===== src/rtl/bug_pkg.sv =====
// Shared constants, state encoding and edge-bounce helper for the bug sprite motion controller.
package bug_pkg;

  localparam int SCREEN_WIDTH  = 1024;
  localparam int SCREEN_HEIGHT = 768;
  localparam int PIC_WIDTH     = 54;
  localparam int PIC_HEIGHT    = 53;
  localparam int MAX_X         = SCREEN_WIDTH - PIC_WIDTH;
  localparam int MAX_Y         = SCREEN_HEIGHT - PIC_HEIGHT;
  localparam int STEP_MAX      = 16;

  typedef enum logic [1:0] {
    ST_IDLE  = 2'b00,
    ST_RUN   = 2'b01,
    ST_PAUSE = 2'b10
  } state_e;

  // Returns {new_dir_down, new_pos}; dirDown=0 means moving towards maxPos.
  function automatic logic [12:0] bounce(input logic [11:0] pos, input logic dirDown,
                                         input logic [4:0] step, input logic [11:0] maxPos);
    logic [12:0] sum;
    logic [12:0] res;
    sum = {1'b0, pos} + {8'd0, step};
    if (!dirDown)
      res = (sum >= {1'b0, maxPos}) ? {1'b1, maxPos} : {1'b0, sum[11:0]};
    else
      res = ({1'b0, pos} <= {8'd0, step}) ? 13'd0 : {1'b1, pos - {7'd0, step}};
    return res;
  endfunction

endpackage


===== src/rtl/bug_motion_ctrl_edge_rise.sv =====
// One-bit rising-edge detector; history resets high so a level held through reset release is not an edge.
module edge_rise (
  input  logic pclk,
  input  logic reset,
  input  logic sig_i,
  output logic rise_o
);

  logic prev_q;

  always_ff @(posedge pclk or negedge reset) begin
    if (!reset) prev_q <= 1'b1;
    else        prev_q <= sig_i;
  end

  assign rise_o = sig_i & ~prev_q;

endmodule


===== src/rtl/bug_motion_ctrl.sv =====
// Frame-synchronous bug sprite motion controller (IDLE/RUN/PAUSE, bounce at screen edges).
// Optional macro BUG_SPEEDUP_EN: step grows by one every 256 moves, saturating at STEP_MAX.
module bug_motion_ctrl
  import bug_pkg::*;
#(
  parameter int unsigned STEP      = 2,
  parameter int unsigned FRAME_DIV = 1,
  parameter int unsigned X_INIT    = 485,
  parameter int unsigned Y_INIT    = 358
) (
  input  logic        pclk,
  input  logic        reset,
  input  logic        vblnk_in,
  input  logic        start_btn,
  input  logic        pause_btn,
  output logic [11:0] x_bugpos,
  output logic [11:0] y_bugpos,
  output logic [1:0]  state_out,
  output logic        frame_tick
);

  logic        tick, startRise, pauseRise;
  state_e      state_q;
  logic [11:0] xPos_q, yPos_q;
  logic        dirX_q, dirY_q;
  logic [7:0]  divCnt_q;
  logic        frameTick_q;
  logic [4:0]  step;
  logic [12:0] xBounce_d, yBounce_d;
  logic        doMove;

  edge_rise uVblnk (.pclk(pclk), .reset(reset), .sig_i(vblnk_in),  .rise_o(tick));
  edge_rise uStart (.pclk(pclk), .reset(reset), .sig_i(start_btn), .rise_o(startRise));
  edge_rise uPause (.pclk(pclk), .reset(reset), .sig_i(pause_btn), .rise_o(pauseRise));

`ifdef BUG_SPEEDUP_EN
  logic [4:0] step_q;
  logic [7:0] moveCnt_q;
  assign step = step_q;
`else
  assign step = 5'(STEP);
`endif

  assign xBounce_d = bounce(xPos_q, dirX_q, step, 12'(MAX_X));
  assign yBounce_d = bounce(yPos_q, dirY_q, step, 12'(MAX_Y));
  assign doMove    = (state_q == ST_RUN) && tick && (divCnt_q == 8'(FRAME_DIV - 1));

  // A restart (start in RUN/PAUSE) is written last so it overrides a coincident move.
  always_ff @(posedge pclk or negedge reset) begin
    if (!reset) begin
      state_q     <= ST_IDLE;
      xPos_q      <= 12'(X_INIT);
      yPos_q      <= 12'(Y_INIT);
      dirX_q      <= 1'b0;
      dirY_q      <= 1'b0;
      divCnt_q    <= 8'd0;
      frameTick_q <= 1'b0;
`ifdef BUG_SPEEDUP_EN
      step_q      <= 5'(STEP);
      moveCnt_q   <= 8'd0;
`endif
    end else begin
      frameTick_q <= tick;
      if (state_q == ST_RUN && tick)
        divCnt_q <= doMove ? 8'd0 : divCnt_q + 8'd1;
      if (doMove) begin
        {dirX_q, xPos_q} <= xBounce_d;
        {dirY_q, yPos_q} <= yBounce_d;
`ifdef BUG_SPEEDUP_EN
        moveCnt_q <= moveCnt_q + 8'd1;
        if (moveCnt_q == 8'hFF && step_q < 5'(STEP_MAX))
          step_q <= step_q + 5'd1;
`endif
      end
      case (state_q)
        ST_IDLE: begin
          if (startRise) state_q <= ST_RUN;
`ifdef BUG_SPEEDUP_EN
          step_q    <= 5'(STEP);
          moveCnt_q <= 8'd0;
`endif
        end
        ST_RUN, ST_PAUSE: begin
          if (startRise) begin
            state_q  <= ST_IDLE;
            xPos_q   <= 12'(X_INIT);
            yPos_q   <= 12'(Y_INIT);
            dirX_q   <= 1'b0;
            dirY_q   <= 1'b0;
            divCnt_q <= 8'd0;
          end else if (pauseRise) begin
            state_q <= (state_q == ST_RUN) ? ST_PAUSE : ST_RUN;
          end
        end
        default: state_q <= ST_IDLE;
      endcase
    end
  end

  assign x_bugpos   = xPos_q;
  assign y_bugpos   = yPos_q;
  assign state_out  = state_q;
  assign frame_tick = frameTick_q;

endmodule


===== config.mk =====
export PLATFORM = sky130hd
export DESIGN_NAME = bug_motion_ctrl
export DESIGN_NICKNAME = d
export VERILOG_FILES = /design/src/rtl/bug_pkg.sv /design/src/rtl/bug_motion_ctrl_edge_rise.sv /design/src/rtl/bug_motion_ctrl.sv
export SDC_FILE = /design/constraint.sdc
export NUM_CORES = 1
export LEC_CHECK = 0
export BUFFER_PORTS_ARGS = -buffer_cell sky130_fd_sc_hd__clkbuf_2
export CORE_UTILIZATION = 35
export DETAILED_ROUTE_END_ITERATION = 16
export HOLD_SLACK_MARGIN = 0.12
export PLACE_DENSITY = 0.59
export SLEW_MARGIN = 10
export SYNTH_ARGS = -nofsm -noshare
export SYNTH_HDL_FRONTEND = slang
export SYNTH_SLANG_ARGS = --single-unit
export TNS_END_PERCENT = 1

===== constraint.sdc =====
create_clock -name pclk -period 3.6 [get_ports pclk]
set_clock_uncertainty 0.15 [all_clocks]
set_input_delay 0.54 -clock pclk [delete_from_list [all_inputs] [get_ports pclk]]
set_output_delay 0.54 -clock pclk [all_outputs]
set_load 0.05 [all_outputs]

Yosys cells after proc, flatten, opt, wreduce, memory -nomap -nowiden. Index checks and enable logic that the tools add are counted.

Bits in registers: 40. Latch bits: 0. RAM bits: 0. ROM bits: 0. Input port bits: 5. Output and inout bits: 27. Memories kept: 0.

$add $sub $neg: 5. Multipliers: 0. Divide/modulo/power cells: 0. Magnitude comparators: 4. Equal/unequal tests: 4. Shifts and indexed selects: 0. Muxes and demuxes: 27. Bitwise operators: 6. Reduce and logical (&&, ||, !) cells: 6.

Operator list (count): 13-bit two-way mux (6); 12-bit two-way mux (6); 8-bit two-way mux (4); 12-bit by 2-bit adder with 13-bit output (second input constant) (2); 13-bit by 10-bit greater-or-equal comparator with 1-bit output (second input constant) (2); 12-bit by 2-bit <= comparator with 1-bit output (second input constant) (2); 12-bit by 2-bit subtractor with 12-bit output (second input constant) (2); 8-bit by 1-bit adder with 8-bit output (second input constant) (1); 8-bit logical NOT (1); 2-bit two-way mux (4); 1-bit two-way mux (6); 2-bit one-hot mux with 2 select lines (1); 1-bit bitwise AND (3); 3-bit != test (second input constant) (1); 1-bit inverter (3); 2-bit by 1-bit equality test with 1-bit output (second input constant) (1); 2-bit equality test (second input constant) (1); 1-bit logical AND (2); 2-bit logical NOT (1); 2-bit != test (second input constant) (1); 2-bit AND reduction (1); 2-bit OR reduction (1).

Logic depth before layout (Yosys ltp). Gate-level depths: netlist of the first run.

Depth after elaboration: 8. Depth in mapped cells: 10.

Hierarchy. From an unflattened synthesis of the first run, not the netlist that was laid out.

Cell total of the unflattened synthesis: 386. Area total of the unflattened synthesis: 3241.9 um^2.

Modules (own cells, without submodules): bug_motion_ctrl (instances 1, cells an instance 380, area each 3121.7 um^2); edge_rise (instances 3, cells an instance 2, area each 40.0 um^2).

Least setup slack after synthesis of the first run. Ideal clock, no wire load.

Path type: register to register. Start: register yPos_q[1], in the netlist y_bugpos[1]. End: register yPos_q[7], in the netlist y_bugpos[7]. Setup time: 0.065 ns. Arrival time: 2.858 ns. Required time: 3.385 ns. Path slack: 0.527 ns. Stages on the path, launching flop included: 11. Path buffers: 1. Period minus slack after synthesis: 3.073 ns. Path through: dfstp_2 > clkbuf_1 > inv_1 > ha_1 > or4b_2 > nor3_1 > nor3b_1 > nor3_1 > o31ai_2 > nor2_1 > o221a_2.

Longest elaborated chain between the ends: 7. Elaborated cells between the ends (all ways): 10. Classes of those cells: add/sub (2); order compare (2); mux (6).

Ends and longest elaborated chain: from (decl) (line bug_motion_ctrl.sv:24) `logic [11:0] xPos_q, yPos_q;`; from (signal assigned) (line bug_motion_ctrl.sv:53) `yPos_q <= 12'(Y_INIT);`; from (signal assigned) (line bug_motion_ctrl.sv:68) `{dirY_q, yPos_q} <= yBounce_d;`; from (signal assigned) (line bug_motion_ctrl.sv:87) `yPos_q <= 12'(Y_INIT);`; 12-bit by 2-bit adder with 13-bit output (line bug_pkg.sv:23) `sum = {1'b0, pos} + {8'd0, step};`; 13-bit by 10-bit greater-or-equal comparator with 1-bit output (line bug_pkg.sv:25) `res = (sum >= {1'b0, maxPos}) ? {1'b1, maxPos} : {1'b0, sum[11:0]};`; 13-bit two-way mux (line bug_pkg.sv:25); 13-bit two-way mux * (line bug_pkg.sv:24) `if (!dirDown)`; 12-bit two-way mux * (line bug_motion_ctrl.sv:66) `if (doMove) begin`; 12-bit two-way mux (line bug_motion_ctrl.sv:84) `if (startRise) begin`; 12-bit two-way mux * (line bug_motion_ctrl.sv:75) `case (state_q)`.

Mark *: on every way between the ends. The rest lies on a longest branch, timed or not. A chain may end at the register's enable or synchronous reset.

Worst setup path after layout of the first run.
Start: register xPos_q[2], in the netlist x_bugpos[2]. End: register xPos_q[6], in the netlist x_bugpos[6].

Longest elaborated chain between the ends: 7. Elaborated cells between the ends (all ways): 10. Classes of those cells: add/sub (2); order compare (2); mux (6).

Ends and longest elaborated chain: from (decl) (line bug_motion_ctrl.sv:24); from (signal assigned) (line bug_motion_ctrl.sv:52) `xPos_q <= 12'(X_INIT);`; from (signal assigned) (line bug_motion_ctrl.sv:67) `{dirX_q, xPos_q} <= xBounce_d;`; from (signal assigned) (line bug_motion_ctrl.sv:86) `xPos_q <= 12'(X_INIT);`; 12-bit by 2-bit adder with 13-bit output (line bug_pkg.sv:23); 13-bit by 10-bit greater-or-equal comparator with 1-bit output (line bug_pkg.sv:25); 13-bit two-way mux (line bug_pkg.sv:25); 13-bit two-way mux * (line bug_pkg.sv:24); 12-bit two-way mux * (line bug_motion_ctrl.sv:66); 12-bit two-way mux (line bug_motion_ctrl.sv:84); 12-bit two-way mux * (line bug_motion_ctrl.sv:75).

Marked as above.

==> results of run 1 <==
-- registers in the layout (all words and copies together), names as in the netlist --
| name | cells |
|---|---|
| dirX_q | 1 |
| uVblnk.prev_q | 1 |
| state_out | 2 |
| uStart.prev_q | 1 |
| x_bugpos | 12 |
| y_bugpos | 12 |
| uPause.prev_q | 1 |
| divCnt_q | 8 |
| dirY_q | 1 |
| frame_tick | 1 |
-- per-layer routing --
| layer | GRT usage [%] | vias up | wire [um] |
|---|---|---|---|
| li1 | - | 1482 | - |
| met2 | 29.0 | 92 | 3730 |
| met5 | 0 | - | 0 |
| met4 | 7.11 | 0 | 161 |
| met1 | 25.3 | 1447 | 3800 |
| met3 | 3.13 | 15 | 416 |
-- report_power, final --
part	internal (W)	switching [W]	total [W]	leakage (nW)
clock network	0.000245	0.000165	0.000410	0.0645
registers	0.000601	0.000305	0.000906	0.497
logic	0.000443	0.000899	0.00134	0.844
-- metrics by stage --
stage	cell area (um^2)	hold slack (ns)	cells
2_1_floorplan	3120	0.0944	394
3_3_place_gp	3320	0.346	507
3_5_place_dp	3320	0.345	507
4_1_cts	3450	0.166	515
5_1_grt	3450	0.167	515
6_report	3450	0.181	515
-- worst max-delay path by stage --
stage	to	slack [ns]	cells past startpoint
after floorplan	y_bugpos[7]$_DFF_PN0_	0.53	10
after global placement	x_bugpos[6]$_DFF_PN1_	0.46	9
after detailed placement	x_bugpos[6]$_DFF_PN1_	0.48	9
after CTS	x_bugpos[6]$_DFF_PN1_	0.47	9
after global routing	x_bugpos[6]$_DFF_PN1_	0.09	8
final	x_bugpos[6]$_DFF_PN1_	0.44	9
-- synth_stat cells, types with 2 or more instances --
| cell type | instances |
|---|---|
| a221oi_1 | 2 |
| o32ai_1 | 3 |
| nor4_1 | 7 |
| buf_2 | 6 |
| xor2_1 | 6 |
| and2_1 | 4 |
| dfrtp_1 | 26 |
| o21ai_0 | 31 |
| or3_1 | 6 |
| o31a_1 | 4 |
| dfstp_2 | 14 |
| a2111oi_0 | 2 |
| clkbuf_1 | 21 |
| ha_1 | 11 |
| a31oi_1 | 5 |
| a21o_1 | 2 |
| inv_1 | 16 |
| a21oi_1 | 32 |
| nand3_1 | 18 |
| o22ai_1 | 4 |
| a211oi_1 | 3 |
| xnor2_1 | 6 |
| o31ai_1 | 8 |
| o21ba_2 | 2 |
| o211ai_1 | 3 |
| nor3b_1 | 4 |
| and3_1 | 4 |
| clkbuf_2 | 2 |
| nor2_1 | 28 |
| nand4_1 | 7 |
| nor2b_1 | 10 |
| nand4b_1 | 3 |
| nand2b_1 | 6 |
| nor3_1 | 18 |
| mux2i_1 | 2 |
| nand2_1 | 34 |
| or4_1 | 2 |
| a211o_1 | 2 |
-- kinds of logic (layout without fill, tap and decap cells) --
kind of cell	Yosys count	in the layout
AOI/OAI and AO/OA	120	120
xor gates and xnor gates	12	12
adders and majority gates	11	11
buffers and inverters	47	60
DFF	40	40
muxes	2	2
and+or+nand+nor	162	162
-- layout make-up --
type	count	area, um^2	share of cell area [%]
well taps	108	135	3.92
multi-input cells	307	1920	55.7
clock buffers	7	96.3	2.79
flip-flops and latches	40	1020	29.5
repair buffers	35	185	5.37
clock inverters	1	30.0	0.871
inverters	17	63.8	1.85
==> run_results.csv, run 1 <==
group,metric,value,unit
yosys,synthSimpleGateAreaFrac,27.4,%
sta,finalSetupTns,0,ns
clock_network,clk_pin_slew,0.08,ns
sta,final.setup.worst_slack,0.435,ns
floorplanning,dieHeight,96.5,um
critical_path,worstPathRequired,3.67,ns
floorplanning,die_x,96.5,um
route,via_count,3036,
clock_network,cts_buffer_depth,2,
yosys,synthCells,394,
critical_path,slowest_stage,"o311ai_1",
global_routing,track_usage,18.5,%
sta,slew_violations,0,
clock_network,ctsResizeCount,0,
critical_path,critical-path-max-stage-delay,0.69,ns
critical_path,cp_top_family,"compound AO/OA/AOI/OAI gates",
sta,worst_pin_slew,1.04,ns
global_routing,first_global_vias,2721,
critical_path,cp_max_fo,9,
yosys,yosysUniqueCellTypes,68,
critical_path,r2r_cells,9,
clock_network,cts_tree,"done",
clock_network,cts.htree.levels,2,
yosys,async_reset_ff_share,100,%
power,power,0.00266,W
sta,rsz0062_at_grt,"no",
floorplanning,fp.dieArea,9310,um^2
critical_path,worstSetupPathType,"reg -> reg",
critical_path,startpoint_type,"register",
global_routing,antenna_found_initial,0,
route,drtAntennaViolNets,0,
critical_path,startpoint,"x_bugpos[2]$_DFF_PN1_",
min_path,hold_class,"in -> reg",
floorplanning,design.core.area,8680,um^2
run_status,status,"complete, but fails checks",
min_path,hold-path-cell-count,1,
sta,worst_slew_margin_rel,30.7,%
yosys,yosys.area_share.adder,4.41,%
min_path,worstHoldStart,"vblnk_in",
yosys,synthFlopType,"dfrtp_1",
critical_path,end_kind,"register",
floorplanning,start_util,36.0,%
cells_and_area,final_common_cell,"nand2_1",
yosys,synth_nets,410,
placed_design,dp.final_hpwl,5660,um
min_path,worstHoldEndpoint,"uVblnk.prev_q$_DFF_PN1_",
yosys,yosysSeqAreaShare,32.6,%
route,routed_wl,8110,um
route,vias_per_cell,5.90,
critical_path,path_cells,"inv_1 > ha_1 > or3_1 > nor3_1 > a221oi_1 > o311ai_1 > nor2b_1 > a2111oi_0 > o21ai_0",
placed_design,portBuffers,31,
cells_and_area,syn_to_final_growth,10.4,%
cells_and_area,final_cell_mix,"nand2_1, a21oi_1, o21ai_0, clkbuf_2, nor2_1",
clock_network,root_buffer,"clkbuf_8",
placed_design,gp_congestion,0.894,
power,ir_worst_vdd,0.324,mV
yosys,yosysTopAreaCell,"dfrtp_1",
cells_and_area,filler_cell_count,899,
power,p_leak,1.41,nW
yosys,synth-seq-cells,40,
job,maxCapViolCount,0,
yosys,avgSynthCellArea,7.93,um^2
placed_design,pre_cts_ws,0.476,ns
global_routing,grt_overflow,0,
yosys,synth_xor_area_share,3.36,%
route,dr.pass1.iters,10,
critical_path,r2r_slack,0.44,ns
clock_network,cts_setup_buffers,0,
critical_path,timing.rr.start,"x_bugpos[2]$_DFF_PN1_",
clock_network,ctsHoldBuffers,0,
power,powerDensity,770,nW/um^2
floorplanning,io_pins,32,
global_routing,grt_max_degree,41,
cells_and_area,diodes,0,
yosys,yosys-top-cells-area,"dfrtp_1, dfstp_2, a21oi_1",
sta,fin_crit_sh,87.9,%
yosys,yosys_warnings,0,
route,wl_per_cell,15.7,um
yosys,synth.area.mux_share,0.641,%
sta,fmax,316,MHz
yosys,synth_top_family_by_area,"simple AND/OR/NAND/NOR gates",
cells_and_area,fin_util,39.7,%
clock_network,clkSinkCount,40,
critical_path,timing.rr.end,"x_bugpos[6]$_DFF_PN1_",
yosys,synth_top_area_share,20.8,%
run_status,violations,"design-rule violations",
cells_and_area,final_layout_size_suffix_gt1_share,17.0,%
sta,setup_violations,0,
floorplanning,rows,34,
clock_network,clk_latency,0.30,ns
critical_path,cp_data_arrival_time,3.24,ns
sta,hold_viol,0,
global_routing,grt_first_pass_wirelength,13400,um
route,drc,1,
clock_network,cts_buffers,5,
yosys,syn_area,3120,um^2
sta,period_needed,3.16,ns
critical_path,worst-path-buf-inv,1,
route,drt-initial-drc-count,207,
yosys,synth-compound-area-share,25.5,%
cells_and_area,fin_nets,422,
yosys,synth_edf_count,0,
Power figures use the tool's default switching activity.
==> inputs of run 2 (changes only) <==
Settings changed: REMOVE_ABC_BUFFERS from default to 1, SYNTH_HIERARCHICAL from default to 1.
==> run 2 against run 1 <==
The run now ends clean. Non-clock buffer count fell by 1. Register-to-register slack gained 0.35 ns. Sequential power increased by 1%. Combinational power is 16% higher. Highest routed layer unchanged. Sequential share of layout area fell by 0.49 points. Critical path depth decreased by 1. Clock-buffer cell count up 1. Flip-flop and latch count did not move. Via count increased by 1.9%. Clock power fell by 24%.
==> run_results.csv, run 2 <==
group,metric,value,unit
power,power.share.switching,54.5,%
route,drtAntennaViolNets,0,
yosys,synthCells,386,
sta,worst_pin_slew,1.02,ns
sta,hold_viol,0,
critical_path,cp_data_arrival_time,2.89,ns
yosys,synthFlopType,"dfrtp_1",
cells_and_area,diodes,0,
placed_design,place_area,3420,um^2
global_routing,grt_max_degree,41,
critical_path,cp_max_fo,12,
route,wl_per_cell,16.9,um
sta,setup_violations,0,
sta,worst_slew_margin_rel,31.9,%
cells_and_area,final_cell_mix,"nor2_1, nand2_1, clkbuf_2, a21oi_1, dfrtp_1",
power,p_leak,1.45,nW
min_path,hold-path-cell-count,1,
critical_path,worstPathRequired,3.67,ns
power,p_clk_share,11.2,%
min_path,worstHoldStart,"vblnk_in",
critical_path,timing.rr.start,"y_bugpos[1]$_DFF_PN1_",
global_routing,grt_first_pass_wirelength,14400,um
cells_and_area,final_common_cell,"nor2_1",
min_path,worstHoldEndpoint,"uVblnk/prev_q$_DFF_PN1_",
yosys,synth_top_area_share,20.1,%
clock_network,ctsResizeCount,0,
cells_and_area,fin_nets,416,
critical_path,end_kind,"register",
clock_network,clk_pin_slew,0.08,ns
sta,fin_crit_sh,78.1,%
sta,period_needed,2.81,ns
critical_path,r2r_slack,0.79,ns
route,vias_per_cell,6.08,
yosys,yosysTopAreaCell,"dfrtp_1",
global_routing,antenna_found_initial,0,
yosys,yosysSeqAreaShare,31.4,%
route,dr.pass1.iters,7,
yosys,synthTopCellsByCount,"nor2_1, nand2_1, a21oi_1",
yosys,yosys_warnings,6,
global_routing,track_usage,18.3,%
clock_network,cts_tree,"done",
yosys,yosys-top-cells-area,"dfrtp_1, dfstp_2, a21oi_1",
route,drc,0,
placed_design,pre_cts_ws,0.833,ns
global_routing,first_global_vias,2867,
clock_network,clk_latency,0.29,ns
floorplanning,fp.dieArea,9650,um^2
yosys,yosysUniqueCellTypes,81,
power,seqPwrFrac,33.1,%
clock_network,cts_setup_buffers,0,
placed_design,gp_congestion,0.879,
clock_network,cts.htree.levels,2,
sta,final.setup.worst_slack,0.787,ns
power,powerDensity,791,nW/um^2
power,combinationalPowerShare,55.8,%
floorplanning,rows,34,
yosys,synth-seq-cells,40,
route,drt-initial-drc-count,195,
yosys,syn_area,3240,um^2
sta,rsz0062_at_grt,"no",
min_path,hold_class,"in -> reg",
floorplanning,start_util,36.6,%
clock_network,cts_buffer_depth,2,
clock_network,clkSinkCount,40,
yosys,avgSynthCellArea,8.40,um^2
cells_and_area,syn_to_final_growth,8.22,%
sta,finalSetupTns,0,ns
job,maxCapViolCount,0,
power,p_int,0.00126,W
floorplanning,die_x,98.2,um
yosys,async_reset_ff_share,100,%
placed_design,dp.final_hpwl,6070,um
sta,fmax,356,MHz
floorplanning,io_pins,32,
route,routed_wl,8630,um
cells_and_area,final_area,3510,um^2
floorplanning,dieHeight,98.2,um
clock_network,root_buffer,"clkbuf_8",
yosys,synth_edf_count,0,
placed_design,portBuffers,31,
critical_path,worstSetupPathType,"reg -> reg",
global_routing,grt_overflow,0,
run_status,status,"completed",
cells_and_area,final_layout_size_suffix_gt1_share,19.0,%
yosys,synth_most_common_cell,"nor2_1",
route,via_count,3095,
sta,slew_violations,0,
cells_and_area,filler_cell_count,915,
critical_path,timing.rr.end,"y_bugpos[1]$_DFF_PN1_",
floorplanning,design.core.area,8850,um^2
clock_network,ctsHoldBuffers,0,
clock_network,cts_buffers,5,
critical_path,r2r_cells,8,
power,p_sw,0.00151,W
critical_path,startpoint_type,"register",
power,ir_worst_vdd,0.567,mV
## run 2: metal layers
metal	wire length (um)	track usage (%)
met1	4070	26.2
met2	4090	28.3
met3	415	2.93
met4	52	5.40
met5	0	0
## run 2: worst max-delay path by stage
stage	slack, ns	cells past startpoint	end	start
after global routing	0.58	8	y_bugpos[1]$_DFF_PN1_	y_bugpos[1]$_DFF_PN1_
after global placement	0.89	9	y_bugpos[1]$_DFF_PN1_	y_bugpos[1]$_DFF_PN1_
after CTS	0.79	8	y_bugpos[1]$_DFF_PN1_	y_bugpos[1]$_DFF_PN1_
final	0.79	8	y_bugpos[1]$_DFF_PN1_	y_bugpos[1]$_DFF_PN1_
after floorplan	0.72	9	x_bugpos[1]$_DFF_PN0_	x_bugpos[1]$_DFF_PN0_
after detailed placement	0.83	8	y_bugpos[1]$_DFF_PN1_	y_bugpos[1]$_DFF_PN1_
## run 2: cells by family after synthesis
family / Yosys count / synth area share, %
compound gates: 117 / 26.9
flops: 40 / 31.4
simple gates: 159 / 26.7
xor+xnor: 12 / 3.24
buf+inv: 43 / 6.06
mux: 4 / 1.39
fa+ha+maj: 11 / 4.25
## run 2: area by class of cell
| class | instances | area (um^2) | share of cell area, % |
|---|---|---|---|
| repair buffers | 34 | 178 | 5.06 |
| clock buffers | 8 | 90.1 | 2.57 |
| inverters | 16 | 60.1 | 1.71 |
| multi-input cells | 303 | 2030 | 57.8 |
| well taps | 108 | 135 | 3.85 |
| flip-flops and latches | 40 | 1020 | 29.0 |
## run 2: critical path, cell delays in order, from the launching register on
cell      delay, ns
dfstp_2        0.65
ha_1           0.37
and2_1         0.27
nand4_1        0.16
o311ai_4       0.14
o221ai_1       0.24
a311oi_4       0.44
o22ai_1        0.14
a31oi_1        0.18
## run 2: through the flow
stage	instances	hold slack [ns]	util [%]	power, W
final	509	0.194	39.6	0.00277
after global routing	509	0.178	39.6	0.00296
after CTS	509	0.187	39.6	0.00276
after detailed placement	501	0.372	38.6	0.00245
after global placement	501	0.373	38.6	0.00243
after floorplan	359	0.0944	-	0.00203
## run 2: power groups by stage
stage | clock (W) | sequential (W) | combinational (W)
3_5_place_dp | 0 | 0.000914 | 0.00153
3_3_place_gp | 0 | 0.000911 | 0.00152
6_report | 0.000310 | 0.000918 | 0.00155
2_1_floorplan | 0 | 0.00117 | 0.000861
4_1_cts | 0.000318 | 0.000907 | 0.00154
5_1_grt | 0.000336 | 0.000948 | 0.00168
==> inputs of run 3 (changes only) <==
Settings changed: PLACE_DENSITY 0.59 to 0.61.
Clock period 3.6 ns to 2.45 ns, I/O delays scaled along.
==> run 3 against run 2 <==
Setup slack worse by 0.86 ns. Largest cell class unchanged. Combinational power up 92%. The flow now finishes with violations (design-rule violations, negative setup slack). Die area unchanged. Register-to-register slack worse by 0.86 ns. Flip-flop and latch count unchanged. Wire length up 8.9%. Global-route usage up 1.9 points. Via count up 6.8%. Final cell count up 9.8%. Sequential power up 29%.
==> run_results.csv, run 3 (synthesized netlist as in run 2, its figures left out) <==
group,metric,value,unit
critical_path,worstSetupPathType,"reg -> reg",
sta,slew_violations,0,
global_routing,track_usage,20.2,%
cells_and_area,syn_to_final_growth,23.4,%
power,powerDensity,1150,nW/um^2
clock_network,clk_pin_slew,0.07,ns
route,dr.pass1.iters,11,
sta,worst_slew_margin_rel,64.4,%
critical_path,slowest_stage,"dfstp_2",
placed_design,pre_cts_ws,-0.146,ns
cells_and_area,diodes,0,
critical_path,critical-path-max-stage-delay,0.55,ns
floorplanning,io_pins,32,
power,ir_worst_vdd,0.445,mV
clock_network,clkSinkCount,40,
cells_and_area,final_layout_size_suffix_gt1_share,30.2,%
sta,setup_violations,8,
floorplanning,start_util,36.6,%
route,wl_per_cell,16.8,um
route,via_count,3307,
job,maxCapViolCount,0,
placed_design,gp_congestion,0.900,
clock_network,cts_buffers,5,
sta,period_needed,2.52,ns
run_status,status,"complete, but fails checks",
floorplanning,rows,34,
sta,rsz0062_at_grt,"yes",
min_path,hold_class,"in -> reg",
run_status,violations,"design-rule violations, negative setup slack",
floorplanning,dieHeight,98.2,um
cells_and_area,final_cell_mix,"buf_4, nor2_1, nand2_1, clkbuf_2, a21oi_1",
sta,hold_viol,0,
global_routing,antenna_found_initial,0,
clock_network,root_buffer,"clkbuf_8",
floorplanning,design.core.area,8850,um^2
cells_and_area,multi_input_comb_area,2130,um^2
sta,worst_pin_slew,0.531,ns
floorplanning,fp.dieArea,9650,um^2
sta,final.setup.worst_slack,-0.0700,ns
power,p_leak,1.70,nW
cells_and_area,fin_util,45.2,%
clock_network,cts_tree,"done",
route,drtAntennaViolNets,0,
sta,fin_crit_sh,103,%
critical_path,cp_data_arrival_time,2.60,ns
route,routed_wl,9390,um
critical_path,cp_max_fo,6,
floorplanning,die_x,98.2,um
route,drc,2,
global_routing,grt_max_degree,41,
cells_and_area,filler_cell_count,901,
route,drt-initial-drc-count,206,
critical_path,worstPathRequired,2.53,ns
clock_network,clk_latency,0.29,ns
global_routing,first_global_vias,3215,
global_routing,grt_first_pass_wirelength,15800,um
global_routing,grt_overflow,0,
route,vias_per_cell,5.92,
placed_design,portBuffers,31,
cells_and_area,regArea,1020,um^2
cells_and_area,final_common_cell,"buf_4",
critical_path,startpoint_type,"register",
sta,fmax,397,MHz
placed_design,dp.final_hpwl,6810,um
clock_network,cts_buffer_depth,2,
clock_network,cts.htree.levels,2,
critical_path,end_kind,"register",
cells_and_area,fin_nets,466,
critical_path,path_cells,"inv_2 > ha_4 > or4b_4 > o21a_1 > o2111ai_2 > o41a_4 > a31oi_4 > nand2b_4 > a21oi_2",
run 3: layout make-up:
cell class                 instances  area share [%]
clock buffer                       8            2.25
tap                              108            3.38
multi-input combinational        303            53.2
sequential                        40            25.5
timing repair buffer              84            14.2
inverter                          16            1.50
run 3: stage by stage:
stage / setup TNS, ns / hold WS (ns) / area (um^2) / power (W) / instances
detailed placement: -1.18 / 0.314 / 3760 / 0.00396 / 546
finish: -0.287 / 0.175 / 4000 / 0.00461 / 559
global route: -1.68 / 0.170 / 4000 / 0.00492 / 559
CTS: -0.404 / 0.168 / 3970 / 0.00455 / 558
global placement: -0.545 / 0.312 / 3760 / 0.00394 / 546
floorplan: -5.29 / -0.0781 / 3110 / 0.00298 / 359
run 3: final timing paths:
kind / from / endpoint / slack, ns / cells past startpoint
setup / recovery: x_bugpos[2]$_DFF_PN1_ / x_bugpos[1]$_DFF_PN0_ / -0.07 / 9
hold / removal: vblnk_in / frame_tick$_DFF_PN0_ / 0.18 / 2
setup reg to reg: x_bugpos[2]$_DFF_PN1_ / x_bugpos[1]$_DFF_PN0_ / -0.07 / 9
hold reg to reg: uVblnk/prev_q$_DFF_PN1_ / frame_tick$_DFF_PN0_ / 0.39 / 1
max in group asynchronous: reset / x_bugpos[8]$_DFF_PN1_ / 1.27 / 3
min in group asynchronous: reset / divCnt_q[5]$_DFF_PN0_ / 0.52 / 3
run 3: what timing repair did:
action,CTS,global route
setup buffers,0,1
endpoints found under the hold margin,29,0
gates resized for setup,14,7
hold buffers,4,0
pin swaps,6,7
setup endpoints to repair,18,21
run 3: worst max-delay path, delay by kind of cell (launching register included):
family | cells | cell delay (ns)
adder cells (fa/ha/maj) | 1 | 0.21
AO/OA/AOI/OAI | 5 | 0.83
flip-flops | 1 | 0.55
buffers and inverters | 1 | 0.05
AND/OR/NAND/NOR | 2 | 0.66
run 3: power breakdown:
group / internal [W] / leakage (nW) / switching, W / total [W]
Sequential: 0.000878 / 0.493 / 0.000306 / 0.00118
Clock: 0.000230 / 0.0455 / 0.000217 / 0.000447
Combinational: 0.00113 / 1.16 / 0.00185 / 0.00298
run 3: per-layer routing:
metal  part of all wire, %  track usage [%]  vias to the layer above
met5                     0                0                        -
met4                   1.6             6.20                        0
met3                   5.3             3.79                       17
met2                    47             32.9                      102
met1                    46             27.1                     1622
li1                      -                -                     1566
